**src/rtl/within_gen_pkg.sv**
```systemverilog
// Shared types and arithmetic for the within-operator stimulus generator.
// Config fields are carried at CW bits; the top zero-extends its W-bit inputs.
package within_gen_pkg;

    localparam int CW = 16;

    typedef enum logic [1:0] {
        IDLE,
        LEAD,
        FRAME
    } state_t;

    typedef struct packed {
        logic [CW-1:0] b_len;
        logic [CW-1:0] a_len;
        logic [CW-1:0] a_off;
    } cfg_t;

    // Frame covers both the b/c span and the whole a window.
    function automatic logic [CW:0] calc_frame_len(cfg_t c);
        logic [CW:0] bc;
        logic [CW:0] ac;
        bc = {1'b0, c.b_len} + (CW+1)'(1);
        ac = {1'b0, c.a_off} + {1'b0, c.a_len};
        return (bc > ac) ? bc : ac;
    endfunction

    function automatic logic calc_expect_pass(cfg_t c);
        logic [CW:0] a_end;
        logic [CW:0] bc;
        a_end = {1'b0, c.a_off} + {1'b0, c.a_len};
        bc    = {1'b0, c.b_len} + (CW+1)'(1);
        return a_end <= bc;
    endfunction

endpackage

```
**src/rtl/within_seq_gen_window_pulse.sv**
```systemverilog
// Window decoder: hit while start <= k < start + len.
// The end bound is formed one bit wider so it cannot overflow.
module window_pulse #(
    parameter int N = 5
) (
    input  logic [N-1:0] k,
    input  logic [N-1:0] start,
    input  logic [N-1:0] len,
    output logic         hit
);

    logic [N:0] stop;

    assign stop = {1'b0, start} + {1'b0, len};
    assign hit  = (k >= start) && ({1'b0, k} < stop);

endmodule

```
**src/rtl/within_seq_gen.sv**
```systemverilog
// Generates a/b/c frames for `a[*n] within (b[*m] ##1 c)` checks,
// with a registered pass/fail prediction per frame.
module within_seq_gen #(
    parameter int W = 4
) (
    input  logic         clk,
    input  logic         rst_n,
    input  logic         start,
    input  logic [W-1:0] cfg_b_len,
    input  logic [W-1:0] cfg_a_len,
    input  logic [W-1:0] cfg_a_off,
    output logic         busy,
    output logic         done,
    output logic         b_out,
    output logic         c_out,
    output logic         a_out,
    output logic         expect_pass
);

    import within_gen_pkg::*;

    localparam int N = W + 1;

    state_t      state;
    state_t      state_d;
    logic [N-1:0] k;
    logic [N-1:0] k_d;
    cfg_t        cfg_q;
    cfg_t        cfg_d;
    logic [CW:0] flen;
    logic        last;
    logic        accept;
    logic        hit_b;
    logic        hit_a;
    logic        hit_c;

    function automatic logic [CW-1:0] clamp(logic [W-1:0] v);
        return (v == '0) ? CW'(1) : CW'(v);
    endfunction

    always_comb begin
        cfg_d.b_len = clamp(cfg_b_len);
        cfg_d.a_len = clamp(cfg_a_len);
        cfg_d.a_off = CW'(cfg_a_off);
    end

    assign flen   = calc_frame_len(cfg_q);
    assign last   = ((CW+1)'(k) == flen - (CW+1)'(1));
    assign accept = start && !busy && (state == IDLE);
    assign hit_c  = (k == N'(cfg_q.b_len));

    window_pulse #(.N(N)) u_win_b (
        .k     (k),
        .start ('0),
        .len   (N'(cfg_q.b_len)),
        .hit   (hit_b)
    );

    window_pulse #(.N(N)) u_win_a (
        .k     (k),
        .start (N'(cfg_q.a_off)),
        .len   (N'(cfg_q.a_len)),
        .hit   (hit_a)
    );

    always_comb begin
        state_d = state;
        k_d     = k;
        unique case (state)
            IDLE: begin
                if (accept) begin
                    state_d = LEAD;
                    k_d     = '0;
                end
            end
            LEAD: state_d = FRAME;
            FRAME: begin
                k_d = k + N'(1);
                if (last)
                    state_d = IDLE;
            end
            default: state_d = IDLE;
        endcase
    end

    // busy stays up one cycle past FRAME so the clearing edge owns done.
    always_ff @(posedge clk or negedge rst_n) begin
        if (!rst_n) begin
            state       <= IDLE;
            k           <= '0;
            cfg_q       <= '0;
            busy        <= 1'b0;
            done        <= 1'b0;
            b_out       <= 1'b0;
            c_out       <= 1'b0;
            a_out       <= 1'b0;
            expect_pass <= 1'b0;
        end else begin
            state <= state_d;
            k     <= k_d;
            done  <= 1'b0;
            if (accept) begin
                cfg_q       <= cfg_d;
                expect_pass <= calc_expect_pass(cfg_d);
                busy        <= 1'b1;
            end else if (state == IDLE && busy) begin
                busy <= 1'b0;
                done <= 1'b1;
            end
            b_out <= (state == FRAME) && hit_b;
            c_out <= (state == FRAME) && hit_c;
            a_out <= (state == FRAME) && hit_a;
        end
    end

endmodule
```
**config.mk**
```make
export PLATFORM = sky130hd
export DESIGN_NAME = within_seq_gen
export DESIGN_NICKNAME = d
export VERILOG_FILES = /design/src/rtl/within_gen_pkg.sv /design/src/rtl/within_seq_gen_window_pulse.sv /design/src/rtl/within_seq_gen.sv
export SDC_FILE = /design/constraint.sdc
export NUM_CORES = 1
export LEC_CHECK = 0
export BUFFER_PORTS_ARGS = -buffer_cell sky130_fd_sc_hd__buf_2
export CORE_MARGIN = 2
export CORE_UTILIZATION = 35
export DETAILED_ROUTE_END_ITERATION = 8
export GPL_TIMING_DRIVEN = 0
export PLACE_DENSITY = 0.56
export SLEW_MARGIN = 15
export SYNTH_ARGS = -nofsm -noshare
export SYNTH_HDL_FRONTEND = slang
export SYNTH_HIERARCHICAL = 1
export SYNTH_SLANG_ARGS = --single-unit
```
**constraint.sdc**
```tcl
create_clock -name clk -period 6.3 [get_ports clk]
set_clock_uncertainty 0.05 [all_clocks]
set_input_delay 0.315 -clock clk [delete_from_list [all_inputs] [get_ports clk]]
set_output_delay 0.315 -clock clk [all_outputs]
set_load 0.005 [all_outputs]
```
# Word level (Yosys, flattened, before mapping)
# Index checks and enable logic that the tools add are counted.
[totals] register_bits=49 latchBits=0 ramBits=0 rom_bits=0 in_bits=15 out_inout_bits=6 word_cells=58 memories=0
[op_classes] n_addsub=7 mul=0 div=0 n_lt_le_gt_ge=6 n_eq_ne=6 shift=0 mux=12 bitwise=0 n_reduce_logical=16
[op_table] cell="16-bit by 1-bit adder with 17-bit output, second input constant" n=1
[op_table] cell="4-bit by 16-bit adder with 17-bit output" n=1
[op_table] cell="5-bit by 17-bit equality test with 1-bit output" n=1
[op_table] cell="17-bit greater-than comparator" n=1
[op_table] cell="17-bit 2-to-1 mux" n=1
[op_table] cell="17-bit by 1-bit subtractor with 17-bit output, second input constant" n=1
[op_table] cell="5-bit one-hot mux with 2 select lines" n=1
[op_table] cell="1-bit logical AND" n=8
[op_table] cell="4-bit logical NOT" n=2
[op_table] cell="4-bit 2-to-1 mux" n=2
[op_table] cell="4-bit by 5-bit adder with 6-bit output" n=1
[op_table] cell="5-bit by 6-bit less-than comparator with 1-bit output" n=1
[op_table] cell="2-bit one-hot mux with 3 select lines" n=1
[op_table] cell="4-bit by 1-bit adder with 5-bit output, second input constant" n=1
[op_table] cell="4-bit by 4-bit adder with 5-bit output" n=1
[op_table] cell="5-bit by 1-bit adder with 5-bit output, second input constant" n=1
[op_table] cell="5-bit equality test" n=1
[op_table] cell="5-bit by 1-bit greater-or-equal comparator with 1-bit output, second input constant" n=1
[op_table] cell="5-bit by 4-bit greater-or-equal comparator with 1-bit output" n=1
[op_table] cell="5-bit <= comparator" n=1
[op_table] cell="5-bit less-than comparator" n=1
[op_table] cell="5-bit 2-to-1 mux" n=1
[op_table] cell="1-bit 2-to-1 mux" n=4
[op_table] cell="2-bit 2-to-1 mux" n=2
[op_table] cell="other kinds (7)" n=10

# Depth between registers and ports, before layout
[logic_depth] word_depth=7 ltp_mapped=17 ltp_nobuf=17

# Cells and area by module
# The synthesis kept the hierarchy.
[modules_own_cells] mod="within_seq_gen" instances=1 cells_each=197 area_per_inst_um2=1955.6 seq_area_each_um2=625.6
[modules_own_cells] mod="window_pulse (u_win_a)" instances=1 cells_each=46 area_per_inst_um2=380.4 seq_area_each_um2=0.0
[modules_own_cells] mod="window_pulse (u_win_b)" instances=1 cells_each=47 area_per_inst_um2=380.4 seq_area_each_um2=0.0

# Worst setup path before layout
# Ideal clock, no wire load.
[synth_path] path_kind="reg-to-reg" from="register cfg_q[0] in the netlist's numbering" to="register state[1]" setup_time_ns=0.130 t_arrival_ns=3.765 required_ns=6.120 path_slack_ns=2.356 stages_incl_launch_ff=17 path_buffers=0 period_less_slack_ns=3.944 cell_sequence="dfrtp_1 > ha_1 > fa_1 > a21o_1 > a21oi_1 > ha_1 > a21oi_1 > o221ai_2 > nand2_2 > mux2i_1 > ha_1 > and2_1 > ha_1 > xnor2_1 > or4_1 > a211oi_1 > a31oi_1"
[synth_via] elab_chain_len=7
[synth_rtl] item="start, declared" line_no="within_seq_gen.sv:28" source="cfg_t cfg_q;"
[synth_rtl] item="start signal, assigned" line_no="within_seq_gen.sv:103" source="cfg_q <= cfg_d;"
[synth_rtl] item="4-bit by 16-bit adder with 17-bit output (*)" line_no="within_gen_pkg.sv:24" source="ac = {1'b0, c.a_off} + {1'b0, c.a_len};"
[synth_rtl] item="17-bit greater-than comparator" line_no="within_gen_pkg.sv:25" source="return (bc > ac) ? bc : ac;"
[synth_rtl] item="17-bit 2-to-1 mux (*)" line_no="within_gen_pkg.sv:25"
[synth_rtl] item="17-bit by 1-bit subtractor with 17-bit output (*)" line_no="within_seq_gen.sv:48" source="assign last = ((CW+1)'(k) == flen - (CW+1)'(1));"
[synth_rtl] item="5-bit by 17-bit equality test with 1-bit output (*)" line_no="within_seq_gen.sv:48"
[synth_rtl] item="2-bit inequality test (no line) (*)"
[synth_rtl] item="2-bit AND reduction (no line) (*)"
[synth_rtl] item="end signal, assigned" line_no="within_seq_gen.sv:99" source="state <= state_d;"
[synth_rtl] item="end, declared" line_no="within_seq_gen.sv:24" source="state_t state;"
# Every way passes the cells marked *; elsewhere a longest branch is shown, timed or not.
# A chain may end at the register's enable or synchronous reset.

# Final worst setup path
# Ends and elaborated chain as after synthesis.

==> impl_metrics.tcl <==
set metrics [dict create \
    gr-total-overflow 0 \
    io_buffers 20 \
    via_per_inst 5.07 \
    cts_setup_buffers 0 \
    synth_edf_count 0 \
    fp.dieW_um 92.1 \
    final_cell_mix "51 x ha_1, 25 x dfrtp_1, 22 x inv_1, 22 x buf_2, 17 x a21oi_1" \
    placed_cell_area_um2 2990 \
    crit_path_cell_trace "ha_1 > fa_1 > a21o_1 > a21oi_1 > ha_1 > a21oi_1 > o221ai_2 > nand2_2 > mux2i_1 > ha_1 > and2_1 > ha_1 > xnor2_1 > or4_1 > a211oi_1 > a31oi_1" \
    critPathKind "reg2reg" \
    worst_pin_slew_ns 0.767 \
    hold_ws_ns -0.00545 \
    startpoint "cfg_q[0]$_DFFE_PN0P_" \
    violations "hold timing" \
    cts-root-buf "clkbuf_8" \
    area_growth_pct 11.8 \
    ys_seq_area_share_pct 23.0 \
    worst_ep_required_time_ns 6.40 \
    ctsHoldBuffers 0 \
    r2r_slack_ns 1.87 \
    cts_tree "yes" \
    cp-start-kind "register" \
    critPathMaxFanout 6 \
    cap_violations 0 \
    clock-sinks 25 \
    min_period_ns 4.43 \
    io_pins 21 \
    dp_hpwl_um 4580 \
    cp_slowest_cell "dfrtp_1" \
    initial_core_util_pct 35.7 \
    ant_nets 0 \
    slew_headroom_pct 48.1 \
    die_y_um 92.1 \
    grt_pass1_vias 2150 \
    wire_per_inst_um 12.8 \
    drive_gt1_share_pct 15.0 \
    synth_cell_types 56 \
    design_area_um2 3040 \
    grt_usage_pct 14.2 \
    post-route-period-util_pct 70.3 \
    finalWorstSetupSlack_ns 1.87 \
    hold_path_class "in2async" \
    htreeDepth 1 \
    nets 398 \
    critPathMaxStageDelay_ns 0.44 \
    ys.flop_type "dfrtp_1" \
    totalWireLength_um 5510 \
    synthCells 290 \
    grt_max_degree 26 \
    arrival_ns 4.53 \
    yosysWarnings 6 \
    grt_pass1_wl_um 9940 \
    finalSetupTns_ns 0 \
    ys_ff_latch 25 \
    status "finished, violations left" \
    mostFrequentLayoutCell "ha_1" \
    clock_latency_ns 0.27 \
    die-area_um2 8480 \
    cts.clk_slew.worst_paths_ns 0.09 \
    diodes 0 \
    vias 2174 \
    place_ws_ns 1.87 \
    syn-cell-area_um2 2720 \
    drt_iter0_drc 65 \
    antenna_found_initial 0 \
    worst-r2r-cell-count 16 \
    r2r_end "state[1]$_DFFE_PN0P_" \
    setup_viol 0 \
    std_cell_rows 32 \
    maxSlewViolCount 0 \
    place.gp.congestion 0.836 \
    endpoint_kind "register" \
    crit_top_cell "ha_1" \
    drc 0 \
    rsz0062_at_grt "false" \
    ctsResizeCount 0 \
    async_flop_share_pct 100 \
    hold_viol 17 \
    max_freq_mhz 226 \
    avgSynthCellArea_um2 9.37 \
    clockBufferDepth 2 \
    cts_buffers 3 \
    r2r-start "cfg_q[0]$_DFFE_PN0P_" \
    coreArea_um2 7610 \
    drt_first_pass_iters 4 \
]
-- worst max path at each step --
stage,end,slack [ns],cells after the start
final,state[1]$_DFFE_PN0P_,1.87,16
after global routing,state[1]$_DFFE_PN0P_,1.59,16
after CTS,state[1]$_DFFE_PN0P_,1.86,16
after detailed placement,state[1]$_DFFE_PN0P_,1.87,16
after global placement,state[1]$_DFFE_PN0P_,1.94,16
after floorplan,state[1]$_DFFE_PN0P_,2.36,16
-- synth_stat cells, drive strengths merged, types with 3 or more instances --
master	number	share of area, %
a211oi	3	1.2
a21o	14	4.0
a21oi	17	3.1
a31oi	3	0.69
and2	5	1.3
clkbuf	3	0.41
dfrtp	25	23
fa	4	2.9
ha	51	23
inv	22	3.0
mux2	12	5.0
mux2i	4	1.5
nand2	14	2.0
nand3	11	2.2
nand4	3	0.92
nor2	14	1.9
nor2b	5	1.2
o21a	6	1.7
o21ai	15	2.8
xnor2	13	4.2
xor2	10	3.2
-- worst max-delay path, delay by kind of cell (launching register included) --
family | cells | cell delay [ns]
and+or+nand+nor | 3 | 0.76
xor gates and xnor gates | 1 | 0.12
AOI/OAI and AO/OA | 6 | 1.27
adders and majority gates | 5 | 1.47
DFF | 1 | 0.44
muxes | 1 | 0.22
-- state kept, by name, indices dropped and copies added, names as in the netlist --
| register | cells |
|---|---|
| a_out | 1 |
| k | 5 |
| done | 1 |
| cfg_q | 12 |
| state | 2 |
| c_out | 1 |
| b_out | 1 |
| expect_pass | 1 |
| busy | 1 |
-- cell families after synthesis --
kind of cell / share of synthesized area (%)
and+or+nand+nor: 14.5
DFF: 23.0
AOI/OAI and AO/OA: 18.2
buffers and inverters: 3.82
other: 0.138
adders and majority gates: 26.4
xor gates and xnor gates: 7.42
muxes: 6.45
-- layer usage --
metal / track usage [%] / wire (um)
met1: 19.8 / 2740
met5: 0 / 0
met3: 2.22 / 210
met4: 1.99 / 23
met2: 23.9 / 2540
-- layout make-up --
class                   count  area, um2
well taps                 102        128
flip-flops and latches     25        626
plain buffers               5       21.3
clock buffers               4       45.0
inverters                  22       82.6
multi-input cells         251       2040
repair buffers             20        100
fillers                   786       4570
-- stage by stage --
stage / utilization, % / hold WS [ns] / cells
floorplan: - / -0.0306 / 303
global placement: 39.3 / 0.302 / 425
detailed placement: 39.3 / 0.300 / 425
CTS: 39.9 / 0.00557 / 429
global route: 39.9 / 0.0233 / 429
finish: 39.9 / -0.00545 / 429
Power is left out: the tool's default activity adds up to more than one toggle a clock period on the data nets, which glitch-free logic cannot reach.
